===== src/rtl/uart_autobaud_if.sv =====
// Control/status bundle between the autobaud controller, the RX pad and uart_rx.
// The controller takes the slave side; the system (or bench) takes the master side.
`ifndef UART_CONFIG_WIDTH_DELAYFRAMES
`define UART_CONFIG_WIDTH_DELAYFRAMES 10
`endif
`ifndef UART_CONFIG_WIDTH
`define UART_CONFIG_WIDTH 15
`endif

interface uart_autobaud_if #(
    parameter int unsigned CFG_W = `UART_CONFIG_WIDTH
);
    logic             start;
    logic             uart_rxpin;
    logic [CFG_W-1:0] settings_in;
    logic [CFG_W-1:0] settings_out;
    logic             rx_rst;
    logic             locked;
    logic             busy;
    logic             error;

    modport master (
        output start, uart_rxpin, settings_in,
        input  settings_out, rx_rst, locked, busy, error
    );

    modport slave (
        input  start, uart_rxpin, settings_in,
        output settings_out, rx_rst, locked, busy, error
    );
endinterface


===== src/rtl/uart_autobaud.sv =====
// Measures a 0x55 sync character on the raw RX pin and produces a locked uart_rx
// settings word; DELAYFRAMES occupies the low COUNTER_WIDTH bits of the word.
`ifndef UART_CONFIG_WIDTH_DELAYFRAMES
`define UART_CONFIG_WIDTH_DELAYFRAMES 10
`endif
`ifndef UART_CONFIG_WIDTH
`define UART_CONFIG_WIDTH 15
`endif

module uart_autobaud #(
    parameter int unsigned COUNTER_WIDTH = `UART_CONFIG_WIDTH_DELAYFRAMES,
    parameter int unsigned MEAS_WIDTH    = COUNTER_WIDTH + 4,
    parameter int unsigned IDLE_CYCLES   = 1024,
    parameter int unsigned MIN_PERIOD    = 4
) (
    input logic            clk,
    input logic            rst,
    uart_autobaud_if.slave ab_if
);
    localparam int unsigned CFG_W = `UART_CONFIG_WIDTH;
    localparam int unsigned SEG_W = COUNTER_WIDTH + 1;
    localparam int unsigned QW    = $clog2(IDLE_CYCLES) + 1;
    localparam int unsigned PW    = MEAS_WIDTH + 1;
    localparam logic [PW-1:0] MAX_P = PW'(1) << COUNTER_WIDTH;

    typedef enum logic [6:0] {
        S_IDLE    = 7'b0000001,
        S_QUIET   = 7'b0000010,
        S_ARMED   = 7'b0000100,
        S_MEASURE = 7'b0001000,
        S_STOPCHK = 7'b0010000,
        S_CHECK   = 7'b0100000,
        S_LOCKED  = 7'b1000000
    } state_e;

    state_e                  state_q, state_d;
    logic                    sync1_q, sync2_q, prev_q, rise_q, fall_q;
    logic [QW-1:0]           qcnt_q, qcnt_d;
    logic [SEG_W-1:0]        seg_q, seg_d;
    logic [SEG_W-1:0]        start_len_q, start_len_d;
    logic [MEAS_WIDTH-1:0]   total_q, total_d;
    logic [2:0]              fcnt_q, fcnt_d;
    logic                    first_q, first_d;
    logic [CFG_W-1:0]        cap_q, cap_d;
    logic [CFG_W-1:0]        settings_q, settings_d;
    logic                    locked_q, busy_q, rx_rst_q, error_q, error_d;

    logic [PW-1:0]           total_rnd_c, period_c;
    logic [MEAS_WIDTH-1:0]   start8_c, skew_c;
    logic                    fail_c, edge_c, seg_full_c;

    // Two-flop synchronizer plus a registered edge detector
    always_ff @(posedge clk) begin
        if (rst) begin
            sync1_q <= 1'b1;
            sync2_q <= 1'b1;
            prev_q  <= 1'b1;
            rise_q  <= 1'b0;
            fall_q  <= 1'b0;
        end else begin
            sync1_q <= ab_if.uart_rxpin;
            sync2_q <= sync1_q;
            prev_q  <= sync2_q;
            rise_q  <= sync2_q & ~prev_q;
            fall_q  <= ~sync2_q & prev_q;
        end
    end

    assign edge_c     = rise_q | fall_q;
    assign seg_full_c = &seg_q;

    // Rounded bit period and start-bit skew, all from registered operands
    always_comb begin
        total_rnd_c = PW'(total_q) + PW'(4);
        period_c    = total_rnd_c >> 3;
        start8_c    = MEAS_WIDTH'(start_len_q) << 3;
        skew_c      = (start8_c >= total_q) ? (start8_c - total_q) : (total_q - start8_c);
        fail_c      = (period_c < PW'(MIN_PERIOD)) || (period_c > MAX_P) ||
                      (skew_c > (total_q >> 2));
    end

    always_ff @(posedge clk) begin
        if (rst) begin
            state_q     <= S_IDLE;
            qcnt_q      <= '0;
            seg_q       <= '0;
            start_len_q <= '0;
            total_q     <= '0;
            fcnt_q      <= '0;
            first_q     <= 1'b0;
            cap_q       <= '0;
            settings_q  <= '0;
            locked_q    <= 1'b0;
            busy_q      <= 1'b0;
            rx_rst_q    <= 1'b1;
            error_q     <= 1'b0;
        end else begin
            state_q     <= state_d;
            qcnt_q      <= qcnt_d;
            seg_q       <= seg_d;
            start_len_q <= start_len_d;
            total_q     <= total_d;
            fcnt_q      <= fcnt_d;
            first_q     <= first_d;
            cap_q       <= cap_d;
            settings_q  <= settings_d;
            locked_q    <= (state_d == S_LOCKED);
            busy_q      <= (state_d == S_QUIET) || (state_d == S_ARMED) ||
                           (state_d == S_MEASURE) || (state_d == S_STOPCHK) ||
                           (state_d == S_CHECK);
            rx_rst_q    <= (state_d != S_LOCKED);
            error_q     <= error_d;
        end
    end

    always_comb begin
        state_d     = state_q;
        qcnt_d      = qcnt_q;
        seg_d       = seg_q;
        start_len_d = start_len_q;
        total_d     = total_q;
        fcnt_d      = fcnt_q;
        first_d     = first_q;
        cap_d       = cap_q;
        settings_d  = settings_q;
        error_d     = 1'b0;

        case (state_q)
            S_QUIET: begin
                if (!sync2_q) begin
                    qcnt_d = '0;
                end else if (qcnt_q == QW'(IDLE_CYCLES - 1)) begin
                    state_d = S_ARMED;
                end else begin
                    qcnt_d = qcnt_q + QW'(1);
                end
            end
            S_ARMED: begin
                if (fall_q) begin
                    state_d = S_MEASURE;
                    seg_d   = SEG_W'(1);
                    total_d = MEAS_WIDTH'(1);
                    fcnt_d  = 3'd1;
                    first_d = 1'b1;
                end
            end
            S_MEASURE: begin
                if (seg_full_c) begin
                    state_d = S_IDLE;
                    error_d = 1'b1;
                end else if (fall_q && (fcnt_q == 3'd4)) begin
                    // Start of the last data bit: total now spans exactly 8 bit periods
                    state_d = S_STOPCHK;
                    seg_d   = SEG_W'(1);
                    fcnt_d  = 3'd5;
                end else begin
                    total_d = total_q + MEAS_WIDTH'(1);
                    if (edge_c) begin
                        seg_d = SEG_W'(1);
                        if (first_q) begin
                            start_len_d = seg_q;
                            first_d     = 1'b0;
                        end
                        if (fall_q) begin
                            fcnt_d = fcnt_q + 3'd1;
                        end
                    end else begin
                        seg_d = seg_q + SEG_W'(1);
                    end
                end
            end
            S_STOPCHK: begin
                if (seg_full_c) begin
                    state_d = S_IDLE;
                    error_d = 1'b1;
                end else if (rise_q) begin
                    state_d = S_CHECK;
                end else begin
                    seg_d = seg_q + SEG_W'(1);
                end
            end
            S_CHECK: begin
                if (fail_c) begin
                    state_d = S_IDLE;
                    error_d = 1'b1;
                end else begin
                    state_d                        = S_LOCKED;
                    settings_d                     = cap_q;
                    settings_d[COUNTER_WIDTH-1:0]  = COUNTER_WIDTH'(period_c - PW'(1));
                end
            end
            S_IDLE, S_LOCKED: ;
            default: state_d = S_IDLE;
        endcase

        // A start request restarts calibration from any state
        if (ab_if.start) begin
            state_d = S_QUIET;
            cap_d   = ab_if.settings_in;
            qcnt_d  = '0;
            error_d = 1'b0;
        end
    end

    assign ab_if.settings_out = settings_q;
    assign ab_if.rx_rst       = rx_rst_q;
    assign ab_if.locked       = locked_q;
    assign ab_if.busy         = busy_q;
    assign ab_if.error        = error_q;

endmodule


===== src/flat_wrapper.sv =====
// flat-port wrapper written by rule: the top's interface ports become plain ports
module uart_autobaud_flat 
#(
    parameter int unsigned COUNTER_WIDTH = `UART_CONFIG_WIDTH_DELAYFRAMES,
    parameter int unsigned MEAS_WIDTH    = COUNTER_WIDTH + 4,
    parameter int unsigned IDLE_CYCLES   = 1024,
    parameter int unsigned MIN_PERIOD    = 4
)
  (clk, rst, ab_if_start, ab_if_uart_rxpin, ab_if_settings_in, ab_if_settings_out, ab_if_rx_rst, ab_if_locked, ab_if_busy, ab_if_error);
  uart_autobaud_if #(.CFG_W((15))) ab_if_i ();
  input logic clk;
  input logic rst;
  input wire logic [$bits(ab_if_i.start)-1:0] ab_if_start;
  input wire logic [$bits(ab_if_i.uart_rxpin)-1:0] ab_if_uart_rxpin;
  input wire logic [$bits(ab_if_i.settings_in)-1:0] ab_if_settings_in;
  output wire logic [$bits(ab_if_i.settings_out)-1:0] ab_if_settings_out;
  output wire logic [$bits(ab_if_i.rx_rst)-1:0] ab_if_rx_rst;
  output wire logic [$bits(ab_if_i.locked)-1:0] ab_if_locked;
  output wire logic [$bits(ab_if_i.busy)-1:0] ab_if_busy;
  output wire logic [$bits(ab_if_i.error)-1:0] ab_if_error;
  assign ab_if_i.start = ab_if_start;
  assign ab_if_i.uart_rxpin = ab_if_uart_rxpin;
  assign ab_if_i.settings_in = ab_if_settings_in;
  assign ab_if_settings_out = ab_if_i.settings_out;
  assign ab_if_rx_rst = ab_if_i.rx_rst;
  assign ab_if_locked = ab_if_i.locked;
  assign ab_if_busy = ab_if_i.busy;
  assign ab_if_error = ab_if_i.error;
  uart_autobaud #(.COUNTER_WIDTH(COUNTER_WIDTH), .MEAS_WIDTH(MEAS_WIDTH), .IDLE_CYCLES(IDLE_CYCLES), .MIN_PERIOD(MIN_PERIOD)) u_core (.clk(clk), .rst(rst), .ab_if(ab_if_i));
endmodule

===== config.mk =====
export PLATFORM = sky130hd
export DESIGN_NAME = uart_autobaud_flat
export DESIGN_NICKNAME = d
export VERILOG_FILES = /design/src/rtl/uart_autobaud_if.sv /design/src/rtl/uart_autobaud.sv /design/src/flat_wrapper.sv
export SDC_FILE = /design/constraint.sdc
export NUM_CORES = 1
export LEC_CHECK = 0
export ABC_CLOCK_PERIOD_IN_PS = 5400
export BUFFER_PORTS_ARGS = -buffer_cell sky130_fd_sc_hd__buf_2
export CAP_MARGIN = 0
export CORE_MARGIN = 2
export CORE_UTILIZATION = 61
export DETAILED_ROUTE_END_ITERATION = 8
export GPL_TIMING_DRIVEN = 0
export PLACE_DENSITY = 0.86
export SYNTH_ARGS = -nofsm -noshare
export SYNTH_HDL_FRONTEND = slang
export SYNTH_SLANG_ARGS = --single-unit

===== constraint.sdc =====
create_clock -name clk -period 5.4 [get_ports clk]
set_input_delay 0.27 -clock clk [delete_from_list [all_inputs] [get_ports clk]]
set_output_delay 0.27 -clock clk [all_outputs]
set_load 0.05 [all_outputs]

==> results.py, run 1 <==
metrics = {
    "run_status": {
        "status": "complete, no violations",
    },
    "floorplanning": {
        "die_area_um2": 10200,
        "start_util": 0.625,
        "num_rows": 35,
        "core_um2": 9200,
        "die_y_um": 101,
        "pin_count": 38,
        "chipWidth_um": 101,
    },
    "critical_path": {
        "critPathMaxFanout": 10,
        "required_ps": 5670,
        "worst-setup-path-type": "flop to flop",
        "critPathLaunch": "u_core.total_q[11]",
        "r2r-start": "u_core.total_q[11]",
        "worstSetupEndpoint": "u_core.ab_if.rx_rst",
        "cp-start-kind": "flop",
        "reg2reg_setup_slack_ps": 310,
        "worstReg2RegEnd": "u_core.ab_if.rx_rst",
        "crit_path_end_kind": "flop",
        "r2r_cells": 21,
        "worst_ep_arrival_time_ps": 5350,
    },
    "grt": {
        "grt_pass1_vias": 4801,
        "antenna_found_initial": 0,
        "grt_max_degree": 16,
        "grt_usage": 0.283,
        "grt_pass1_wl_um": 23300,
        "grt-ovfl-total": 0,
    },
    "route": {
        "ant_nets": 0,
        "vias": 5148,
        "vias_per_cell": 6.14,
        "drtIter0Drc": 258,
        "route.detailed.drc": 0,
        "firstDrtPassIters": 6,
        "routed_wirelength_um": 14100,
        "routedWlPerCell_um": 16.8,
    },
    "layout": {
        "antenna_cells": 0,
        "fillCellCount": 729,
        "finalNetCount": 784,
        "layout.cells.non_filler": 839,
        "syn_to_final_growth_pct": 9.47,
        "layout-drive-gt1-share": 0.143,
    },
    "logic_synthesis": {
        "syn_avg_cell_area_um2": 8.38,
        "netlist.area_leader.share": 0.303,
        "netlist-cell-type-count": 75,
        "ys_seq_area_frac": 0.303,
        "syn_area_um2": 5750,
        "synth_area_leader_cell": "dfxtp_1",
        "synth_warnings": 0,
        "synth_area_leaders": "dfxtp_1 30%, ha_1 8.9%, nor2_1 5.6%",
        "synth-main-ff-cell": "dfxtp_1",
        "synth_edf_count": 0,
        "synthesis.nets": 747,
        "synth_cells": 686,
        "synth-async-reset-ratio": 0,
        "synth_seq_cells": 87,
    },
    "clock_network": {
        "clock_latency_ps": 370,
        "clockBufferDepth": 2,
        "postCtsHoldBufs": 0,
        "cts_tree": "done",
        "root_buffer": "clkbuf_8",
        "cts_sinks": 87,
        "clkTransAtPathRegs_ps": 90,
        "numCtsBuffers": 9,
        "ctsHtreeMaxLevel": 3,
    },
    "power_and_ir_drop": {
        "combinationalPowerShare": 0.044,
        "peakVddDrop_mv": 0.243,
        "p_sw_frac": 0.230,
        "netSwitchingPower_uw": 282,
        "clkPwrFrac": 0.423,
        "total_power_mw": 1.23,
        "power.density_nw_per_um2": 195,
        "seq_power_share": 0.533,
        "static-leakage-power_nw": 2.51,
        "internal-power_uw": 944,
    },
    "placed_design": {
        "hpwl_um": 10500,
        "place_congestion": 0.920,
        "dp_cells": 823,
        "pre_cts_slack_ps": -68.1,
        "io_buffers": 26,
    },
    "flow_run": {
        "drv_cap": 0,
    },
    "timing": {
        "grt_setup_unrepaired": "no",
        "fin_crit_ps": 5090,
        "fin_ws_ps": 314,
        "drv_slew": 0,
        "tightest_slew_ps": 1140,
        "max_clock_freq_mhz": 197,
        "fin_skew_ps": 10.2,
        "hold_viol": 0,
        "holdWs_ps": 83.7,
        "setup_viol": 0,
        "slew_headroom": 0.229,
        "finalCritPeriodShare": 0.942,
    },
    "worst_hold_path": {
        "hold_class": "input pin to flop",
        "whs_path_depth": 2,
    },
}
power groups by stage:
| stage | clock network [mW] | registers [mW] | logic, mW |
|---|---|---|---|
| CTS | 0.524 | 0.653 | 0.0526 |
| global route | 0.547 | 0.654 | 0.0580 |
| finish | 0.519 | 0.653 | 0.0534 |
| floorplan | 0 | 0.668 | 0.0357 |
| global placement | 0 | 0.667 | 0.0499 |
| detailed placement | 0 | 0.668 | 0.0519 |
kinds of logic (layout without fill, tap and decap cells):
family          Yosys count  in the layout  share of synthesized area
simple gates            263            263                      0.231
compound gates          144            144                      0.187
flops                    87             87                      0.303
buf+inv                  71            113                     0.0601
xor+xnor                 54             54                     0.0823
fa+ha+maj                42             42                     0.0928
mux                      25             25                     0.0438
metrics by stage:
stage | cell area, um^2 | setup TNS (ps) | util
after global routing | 6290 | 0 | 0.684
final | 6290 | 0 | 0.684
after CTS | 6250 | 0 | 0.679
after global placement | 6010 | 0 | 0.654
after detailed placement | 6010 | -764 | 0.654
after floorplan | 5750 | 0 | -
cells in the final DEF, fill, tap and decap left out, drive strengths merged, types with 5 or more instances in the layout:
cell    count
dfxtp      87
nor2       86
nand2      50
buf        43
a21oi      42
ha         41
inv        34
xnor2      32
clkbuf     32
mux2i      24
nand3      24
o21ai      23
nand4      22
xor2       22
nor3       15
a211oi     14
o31ai      14
and3       10
nor4        9
a21o        8
and4        8
nor2b       6
and2        6
or2         6
a31oi       6
nor3b       5
o211ai      5
Yosys cell counts, types with 4 or more instances:
| cell | number |
|---|---|
| or3_1 | 4 |
| and4_1 | 6 |
| nor3b_1 | 5 |
| and2_1 | 6 |
| and3_1 | 9 |
| nor3_1 | 15 |
| nand3_1 | 23 |
| a31oi_1 | 6 |
| o21ai_0 | 21 |
| a211oi_1 | 13 |
| nor4_1 | 9 |
| o211ai_1 | 4 |
| buf_4 | 5 |
| o31ai_1 | 4 |
| nor2_1 | 86 |
| clkbuf_1 | 20 |
| o31ai_2 | 10 |
| a21o_1 | 7 |
| or2_2 | 6 |
| mux2i_1 | 24 |
| buf_2 | 5 |
| a21oi_1 | 41 |
| nor2b_1 | 6 |
| xor2_1 | 22 |
| ha_1 | 41 |
| inv_1 | 32 |
| buf_6 | 5 |
| xnor2_1 | 32 |
| dfxtp_1 | 87 |
| nand4_1 | 22 |
| nand2_1 | 50 |
metal layers:
layer,part of all wire,global-route usage,wire [um]
met3,0.050,0.0492,700
met2,0.48,0.477,6800
met1,0.45,0.371,6400
met5,0,0,0
met4,0.016,0.0832,227
worst max-delay path, stage by stage (launching register included):
cell and delay (ps):
dfxtp_1 400, buf_6 160, inv_1 120, ha_1 300, clkbuf_1 200, a21o_1 240, a31o_2 250, a211oi_2 270
a21o_1 150, buf_2 200, clkbuf_4 250, mux2_2 360, ha_1 290, nor2b_1 130, o21ai_0 140, a21oi_1 100
o31ai_1 220, a21oi_1 180, a2111oi_4 330, buf_4 200, nand3_1 160, a211o_1 340
area by class of cell:
| cell class | count | area, um^2 | share of cell area |
|---|---|---|---|
| Sequential cell | 87 | 1740 | 0.277 |
| Tap cell | 111 | 139 | 0.0221 |
| Clock buffer | 11 | 141 | 0.0225 |
| Timing Repair Buffer | 27 | 138 | 0.0219 |
| Buffer | 38 | 226 | 0.0360 |
| Inverter | 32 | 120 | 0.0191 |
| Multi-Input combinational cell | 528 | 3700 | 0.588 |
| Clock inverter | 5 | 86.3 | 0.0137 |
worst min path at each step:
stage / from / endpoint
after global routing: ab_if_uart_rxpin / u_core.sync1_q
after floorplan: ab_if_uart_rxpin / u_core.sync1_q
after CTS: ab_if_uart_rxpin / u_core.sync1_q
after global placement: u_core.sync1_q / u_core.sync2_q
final: ab_if_uart_rxpin / u_core.sync1_q
after detailed placement: u_core.sync1_q / u_core.sync2_q
state kept, by name (all words and copies together) (netlist names), 3 cells and up:
| signal | flops |
|---|---|
| u_core.qcnt_q | 11 |
| u_core.cap_q | 5 |
| u_core.fcnt_q | 3 |
| u_core.total_q | 14 |
| u_core.state_q | 7 |
| u_core.ab_if.settings_out | 15 |
| u_core.seg_q | 11 |
| u_core.start_len_q | 11 |
what timing repair did:
action,in CTS,in global routing
resized for setup,1,11
buffers inserted,0,1
endpoints found under the setup margin,18,20
pin swaps,0,1
No activity file was read; power rests on OpenSTA's default activity.
==> run 2: changes to the inputs <==
--- a/config.mk
+++ b/config.mk
@@ -5,14 +5,14 @@
 export SDC_FILE = /design/constraint.sdc
 export NUM_CORES = 1
 export LEC_CHECK = 0
-export ABC_CLOCK_PERIOD_IN_PS = 5400
+export ABC_CLOCK_PERIOD_IN_PS = 5880
 export BUFFER_PORTS_ARGS = -buffer_cell sky130_fd_sc_hd__buf_2
 export CAP_MARGIN = 0
 export CORE_MARGIN = 2
-export CORE_UTILIZATION = 61
+export CORE_UTILIZATION = 66
 export DETAILED_ROUTE_END_ITERATION = 8
 export GPL_TIMING_DRIVEN = 0
-export PLACE_DENSITY = 0.86
+export PLACE_DENSITY = 0.92
 export SYNTH_ARGS = -nofsm -noshare
 export SYNTH_HDL_FRONTEND = slang
 export SYNTH_SLANG_ARGS = --single-unit
==> constraint.sdc (replaced) <==
create_clock -name clk -period 5.88 [get_ports clk]
set_input_delay 0.294 -clock clk [delete_from_list [all_inputs] [get_ports clk]]
set_output_delay 0.294 -clock clk [all_outputs]
set_load 0.05 [all_outputs]
==> run 2 against run 1 <==
Against the previous run:
- count of clock-buffer cells in the layout decreased by 2
- register-to-register slack about the same
- sequential power decreased by 8.1%
- first-iteration DRC count increased by 1.2%
- critical path depth unchanged
- fmax decreased by 8.7%
- clock power decreased by 18%
- wire length decreased by 0.44%
- sequential cell count unchanged
- global-route usage increased by 1.6 points
==> results.py, run 2 (synthesis gave the netlist of run 1 again) <==
metrics = {
    "run_status": {
        "status": "complete, no violations",
    },
    "grt": {
        "grt_usage": 0.299,
        "grt_pass1_vias": 5021,
        "grt-ovfl-total": 0,
        "antenna_found_initial": 0,
        "grt_pass1_wl_um": 23400,
        "grt_max_degree": 19,
    },
    "clock_network": {
        "cts_setup_buffers": 0,
        "clockBufferDepth": 2,
        "numCtsBuffers": 9,
        "cts_tree": "done",
        "clock_latency_ps": 390,
        "ctsHtreeMaxLevel": 3,
        "clkTransAtPathRegs_ps": 110,
        "cts_sinks": 87,
        "root_buffer": "clkbuf_8",
        "postCtsHoldBufs": 0,
    },
    "timing": {
        "fin_skew_ps": 16.6,
        "slew_headroom": 0.286,
        "fin_crit_ps": 5570,
        "grt_setup_unrepaired": "no",
        "setup_viol": 0,
        "finalCritPeriodShare": 0.947,
        "tightest_slew_ps": 1060,
        "max_clock_freq_mhz": 180,
        "finalSetupTns_ps": 0,
        "fin_ws_ps": 310,
        "drv_slew": 0,
        "hold_viol": 0,
    },
    "flow_run": {
        "drv_cap": 0,
    },
    "route": {
        "vias_per_cell": 6.20,
        "firstDrtPassIters": 5,
        "route.detailed.drc": 0,
        "vias": 5180,
        "drtIter0Drc": 261,
        "routed_wirelength_um": 14100,
        "ant_nets": 0,
        "routedWlPerCell_um": 16.8,
    },
    "power_and_ir_drop": {
        "static-leakage-power_nw": 2.47,
        "total_power_mw": 1.07,
        "power.density_nw_per_um2": 173,
        "peakVddDrop_mv": 0.127,
    },
    "critical_path": {
        "worst-setup-path-type": "flop to flop",
        "critPathMaxFanout": 10,
        "worst_ep_arrival_time_ps": 5890,
        "cp-start-kind": "flop",
        "required_ps": 6200,
        "crit_path_end_kind": "flop",
    },
    "layout": {
        "multiInputGateArea_um2": 3660,
        "syn_to_final_growth_pct": 8.14,
        "fillCellCount": 676,
        "final_area_um2": 6210,
        "utilization": 0.723,
        "finalNetCount": 784,
        "final_cell_mix": "87 x dfxtp_1, 86 x nor2_1, 50 x nand2_1",
        "seq_area_um2": 1740,
        "antenna_cells": 0,
        "largest_reg_flops": 15,
        "final_common_cell": "dfxtp_1",
        "layout-drive-gt1-share": 0.133,
    },
    "floorplanning": {
        "start_util": 0.669,
        "die_y_um": 97.3,
        "num_rows": 34,
        "die_area_um2": 9470,
        "core_um2": 8590,
        "pin_count": 38,
        "chipWidth_um": 97.3,
    },
    "placed_design": {
        "place_congestion": 0.943,
        "io_buffers": 26,
        "pre_cts_slack_ps": 340,
        "placed_area_um2": 6010,
        "hpwl_um": 10600,
    },
    "worst_hold_path": {
        "hold_class": "input pin to flop",
    },
}
[run 2: changes by cell type in the layout (fill, tap and decap cells not counted), sizes merged]
| cell | previous run | this run |
|---|---|---|
| bufinv | 2 | 0 |
| clkbuf | 32 | 30 |
| clkinvlp | 0 | 2 |
| clkinv | 1 | 2 |
| inv | 34 | 35 |
[run 2: per-stage QoR]
step / instances / hold WS, ps
final: 836 / 87.7
after global routing: 836 / 92.1
after CTS: 836 / 96.4
after detailed placement: 820 / 411
after global placement: 820 / 396
after floorplan: 686 / 389
[run 2: worst paths after layout]
check | end | cells after the start | slack, ps | from
worst min-delay path | u_core.sync1_q | 2 | 90 | ab_if_uart_rxpin
worst min register to register | u_core.sync2_q | 1 | 440 | u_core.sync1_q
worst max-delay path | u_core.ab_if.settings_out[3] | 21 | 310 | u_core.total_q[5]
worst max register to register | u_core.ab_if.settings_out[3] | 21 | 310 | u_core.total_q[5]
[run 2: final cells by class]
type / count / area share
clock inverters: 7 / 0.0119
plain buffers: 39 / 0.0362
repair buffers: 26 / 0.0209
clock buffers: 9 / 0.0199
well taps: 108 / 0.0217
inverters: 32 / 0.0193
flip-flops and latches: 87 / 0.280
multi-input cells: 528 / 0.590
[run 2: worst max-delay path, cell delays in order (launching register included)]
cell and delay [ps]:
dfxtp_1 440, clkbuf_1 360, inv_1 160, ha_1 300
clkbuf_1 260, nor2_1 130, a2111oi_2 490, o211ai_1 200
a21o_1 210, buf_2 170, buf_1 280, mux2i_1 260
xnor2_1 150, ha_1 280, a211oi_1 250, o21ai_0 160
a21oi_1 180, a21oi_1 150, a2111oi_4 450, buf_2 330
nand4_1 130, a21oi_1 160
[run 2: repair_timing]
action                     CTS  global route
gates resized for setup      0             1
setup endpoints to repair    0            18
hold endpoints to repair     0             0
[run 2: power by group]
part	internal (mW)	switching (mW)	leakage [nW]
combinational	0.0175	0.0320	1.67
clock	0.166	0.258	0.0942
sequential	0.595	0.00580	0.703
[run 2: layer usage]
metal	vias to the layer above	track usage	wire length, um
li1	2532	-	-
met1	2417	0.386	6080
met2	189	0.505	6820
met3	42	0.0525	801
met4	0	0.109	363
met5	-	0	0
==> run 3: changes to the inputs <==
--- a/config.mk
+++ b/config.mk
@@ -5,14 +5,14 @@
 export SDC_FILE = /design/constraint.sdc
 export NUM_CORES = 1
 export LEC_CHECK = 0
+export ABC_AREA = 1
 export ABC_CLOCK_PERIOD_IN_PS = 5880
 export BUFFER_PORTS_ARGS = -buffer_cell sky130_fd_sc_hd__buf_2
 export CAP_MARGIN = 0
-export CORE_MARGIN = 2
 export CORE_UTILIZATION = 66
 export DETAILED_ROUTE_END_ITERATION = 8
 export GPL_TIMING_DRIVEN = 0
-export PLACE_DENSITY = 0.92
+export PLACE_DENSITY = 0.86
 export SYNTH_ARGS = -nofsm -noshare
 export SYNTH_HDL_FRONTEND = slang
 export SYNTH_SLANG_ARGS = --single-unit
==> run 3 against run 2 <==
Against the previous run:
- clock power up 5.0%
- first-iteration DRC count up 12%
- register-to-register slack better by 990 ps
- critical path depth up 1
- via count up 13%
- wire length up 0.55%
- sequential share of layout area down 0.63 points
- largest cell class unchanged
- largest power group unchanged
==> results.py, run 3 <==
metrics = {
    "run_status": {
        "status": "complete, no violations",
    },
    "layout": {
        "largest_reg_flops": 15,
        "fillCellCount": 735,
        "syn_to_final_growth_pct": 8.27,
        "final_common_cell": "nand2_1",
        "layout-drive-gt1-share": 0.104,
        "final_cell_mix": "190 x nand2_1, 144 x inv_1, 111 x nor2_1",
        "final_area_um2": 6360,
        "finalNetCount": 998,
        "antenna_cells": 0,
    },
    "critical_path": {
        "r2r-start": "u_core.total_q[4]",
        "required_ps": 6150,
        "worst_ep_arrival_time_ps": 4850,
        "crit_path_end_kind": "flop",
        "cp-start-kind": "flop",
        "critPathLaunch": "u_core.total_q[4]",
        "critPathMaxFanout": 10,
        "worst-setup-path-type": "flop to flop",
    },
    "clock_network": {
        "ctsResizeCount": 0,
        "numCtsBuffers": 9,
        "root_buffer": "clkbuf_8",
        "ctsHtreeMaxLevel": 3,
        "cts_tree": "done",
        "postCtsHoldBufs": 0,
        "clock_latency_ps": 370,
        "cts_sinks": 87,
        "clockBufferDepth": 2,
        "cts_setup_buffers": 0,
        "clkTransAtPathRegs_ps": 90,
    },
    "worst_hold_path": {
        "min_from": "ab_if_uart_rxpin",
        "hold_class": "input pin to flop",
    },
    "timing": {
        "finalSetupTns_ps": 0,
        "holdWs_ps": 113,
        "setup_viol": 0,
        "fin_skew_ps": 21.4,
        "grt_setup_unrepaired": "no",
        "drv_slew": 0,
        "max_clock_freq_mhz": 219,
        "fin_ws_ps": 1300,
        "tightest_slew_ps": 748,
        "slew_headroom": 0.498,
        "hold_viol": 0,
        "finalCritPeriodShare": 0.778,
        "fin_crit_ps": 4580,
    },
    "floorplanning": {
        "core_um2": 8680,
        "pin_count": 38,
        "die_y_um": 96.3,
        "chipWidth_um": 96.3,
        "start_util": 0.677,
        "num_rows": 34,
        "die_area_um2": 9280,
    },
    "logic_synthesis": {
        "synth_area_leader_cell": "dfxtp_1",
        "synthMuxAreaShare": 0,
        "netlist-cell-type-count": 44,
        "synth_most_common_cell": "nand2_1",
        "syn_avg_cell_area_um2": 6.53,
        "synth_seq_cells": 87,
        "syn_area_um2": 5870,
        "synthAdderAreaFrac": 0.0908,
        "synth_warnings": 0,
        "synth_xor_area_frac": 0.0343,
        "synth_cells": 899,
        "yosys.area_share.simple": 0.339,
        "synth_edf_count": 0,
        "synthesis.nets": 960,
        "synth-async-reset-ratio": 0,
        "synth-main-ff-cell": "dfxtp_1",
        "synth_top_family_by_area": "simple AND/OR/NAND/NOR gates",
        "synth-compound-area-share": 0.127,
        "synth_area_leaders": "dfxtp_1 30%, nand2_1 12%, inv_1 9.2%",
        "synth_commonest_cells": "190 x nand2_1, 144 x inv_1, 111 x nor2_1",
        "netlist.area_leader.share": 0.297,
        "ys_seq_area_frac": 0.297,
    },
    "power_and_ir_drop": {
        "internal-power_uw": 819,
        "power.density_nw_per_um2": 170,
        "netSwitchingPower_uw": 260,
        "peakVddDrop_mv": 0.207,
        "combinationalPowerShare": 0.034,
        "p_sw_frac": 0.241,
        "static-leakage-power_nw": 3.11,
        "seq_power_share": 0.553,
        "clkPwrFrac": 0.413,
    },
    "route": {
        "ant_nets": 0,
        "routed_wirelength_um": 14100,
        "vias_per_cell": 5.58,
        "drtIter0Drc": 293,
        "routedWlPerCell_um": 13.5,
        "vias": 5860,
        "route.detailed.drc": 0,
        "firstDrtPassIters": 6,
    },
    "grt": {
        "grt_pass1_wl_um": 23200,
        "grt_max_degree": 17,
        "grt_pass1_vias": 5301,
        "antenna_found_initial": 0,
        "grt-ovfl-total": 0,
        "grt_usage": 0.321,
    },
    "placed_design": {
        "place_congestion": 0.957,
        "placed_area_um2": 6140,
        "pre_cts_slack_ps": 1370,
        "io_buffers": 27,
        "hpwl_um": 11100,
    },
    "flow_run": {
        "drv_cap": 0,
    },
}
-- run 3: area by class of cell --
type / instances / area (um^2) / share of cell area
clock inverter: 6 / 77.6 / 0.0122
multi-input combinational: 642 / 3470 / 0.547
tap: 108 / 135 / 0.0213
sequential: 87 / 1740 / 0.274
inverter: 155 / 582 / 0.0915
clock buffer: 10 / 138 / 0.0216
timing repair buffer: 27 / 135 / 0.0213
buffer: 15 / 73.8 / 0.0116
-- run 3: cells by family after synthesis --
logic type / Yosys count
AOI/OAI and AO/OA: 134
xor gates and xnor gates: 23
adders and majority gates: 42
buffers and inverters: 170
DFF: 87
and+or+nand+nor: 443
-- run 3: power by group through the flow --
stage | registers [mW] | clock network [mW] | logic (mW)
finish | 0.597 | 0.445 | 0.0365
floorplan | 0.611 | 0 | 0.0227
CTS | 0.597 | 0.449 | 0.0360
global route | 0.598 | 0.473 | 0.0410
detailed placement | 0.611 | 0 | 0.0354
global placement | 0.611 | 0 | 0.0343
-- run 3: per-layer routing --
layer | up-vias | part of all wire | track usage | wire length [um]
met3 | 31 | 0.046 | 0.0395 | 651
met2 | 173 | 0.49 | 0.570 | 6970
met1 | 2687 | 0.44 | 0.390 | 6230
met5 | - | 0 | 0 | 0
met4 | 0 | 0.020 | 0.129 | 289
li1 | 2969 | - | - | -
-- run 3: metrics by stage --
step                      total power, mW  utilization  instances
after global routing                 1.11        0.733       1050
after CTS                            1.08        0.733       1050
after global placement              0.645        0.708       1034
after floorplan                     0.634            -        899
final                                1.08        0.733       1050
after detailed placement            0.646        0.708       1034
-- run 3: path summary, 6_finish.rpt --
path | end | slack, ps | cells after the start
setup / recovery | u_core.ab_if.settings_out[12] | 1300 | 22
hold reg to reg | u_core.rise_q | 420 | 1
hold / removal | u_core.sync1_q | 110 | 2
setup reg to reg | u_core.ab_if.settings_out[12] | 1300 | 22
-- run 3: worst max-delay path: stages (launching register included) --
cell      delay, ps
dfxtp_1         580
inv_1           200
ha_1            390
nand2_1         150
inv_2            60
a21oi_2         140
a21oi_1         100
nor2_2          230
clkbuf_1        380
o21ai_0         230
xnor2_1         190
inv_1            60
ha_1            300
nand3_1          80
nor3b_1         240
nand4_1         110
nand2_1         120
nand2_1          90
nor2_4          240
nand3_4         180
buf_2           230
nor2_1          120
nor2_1           50
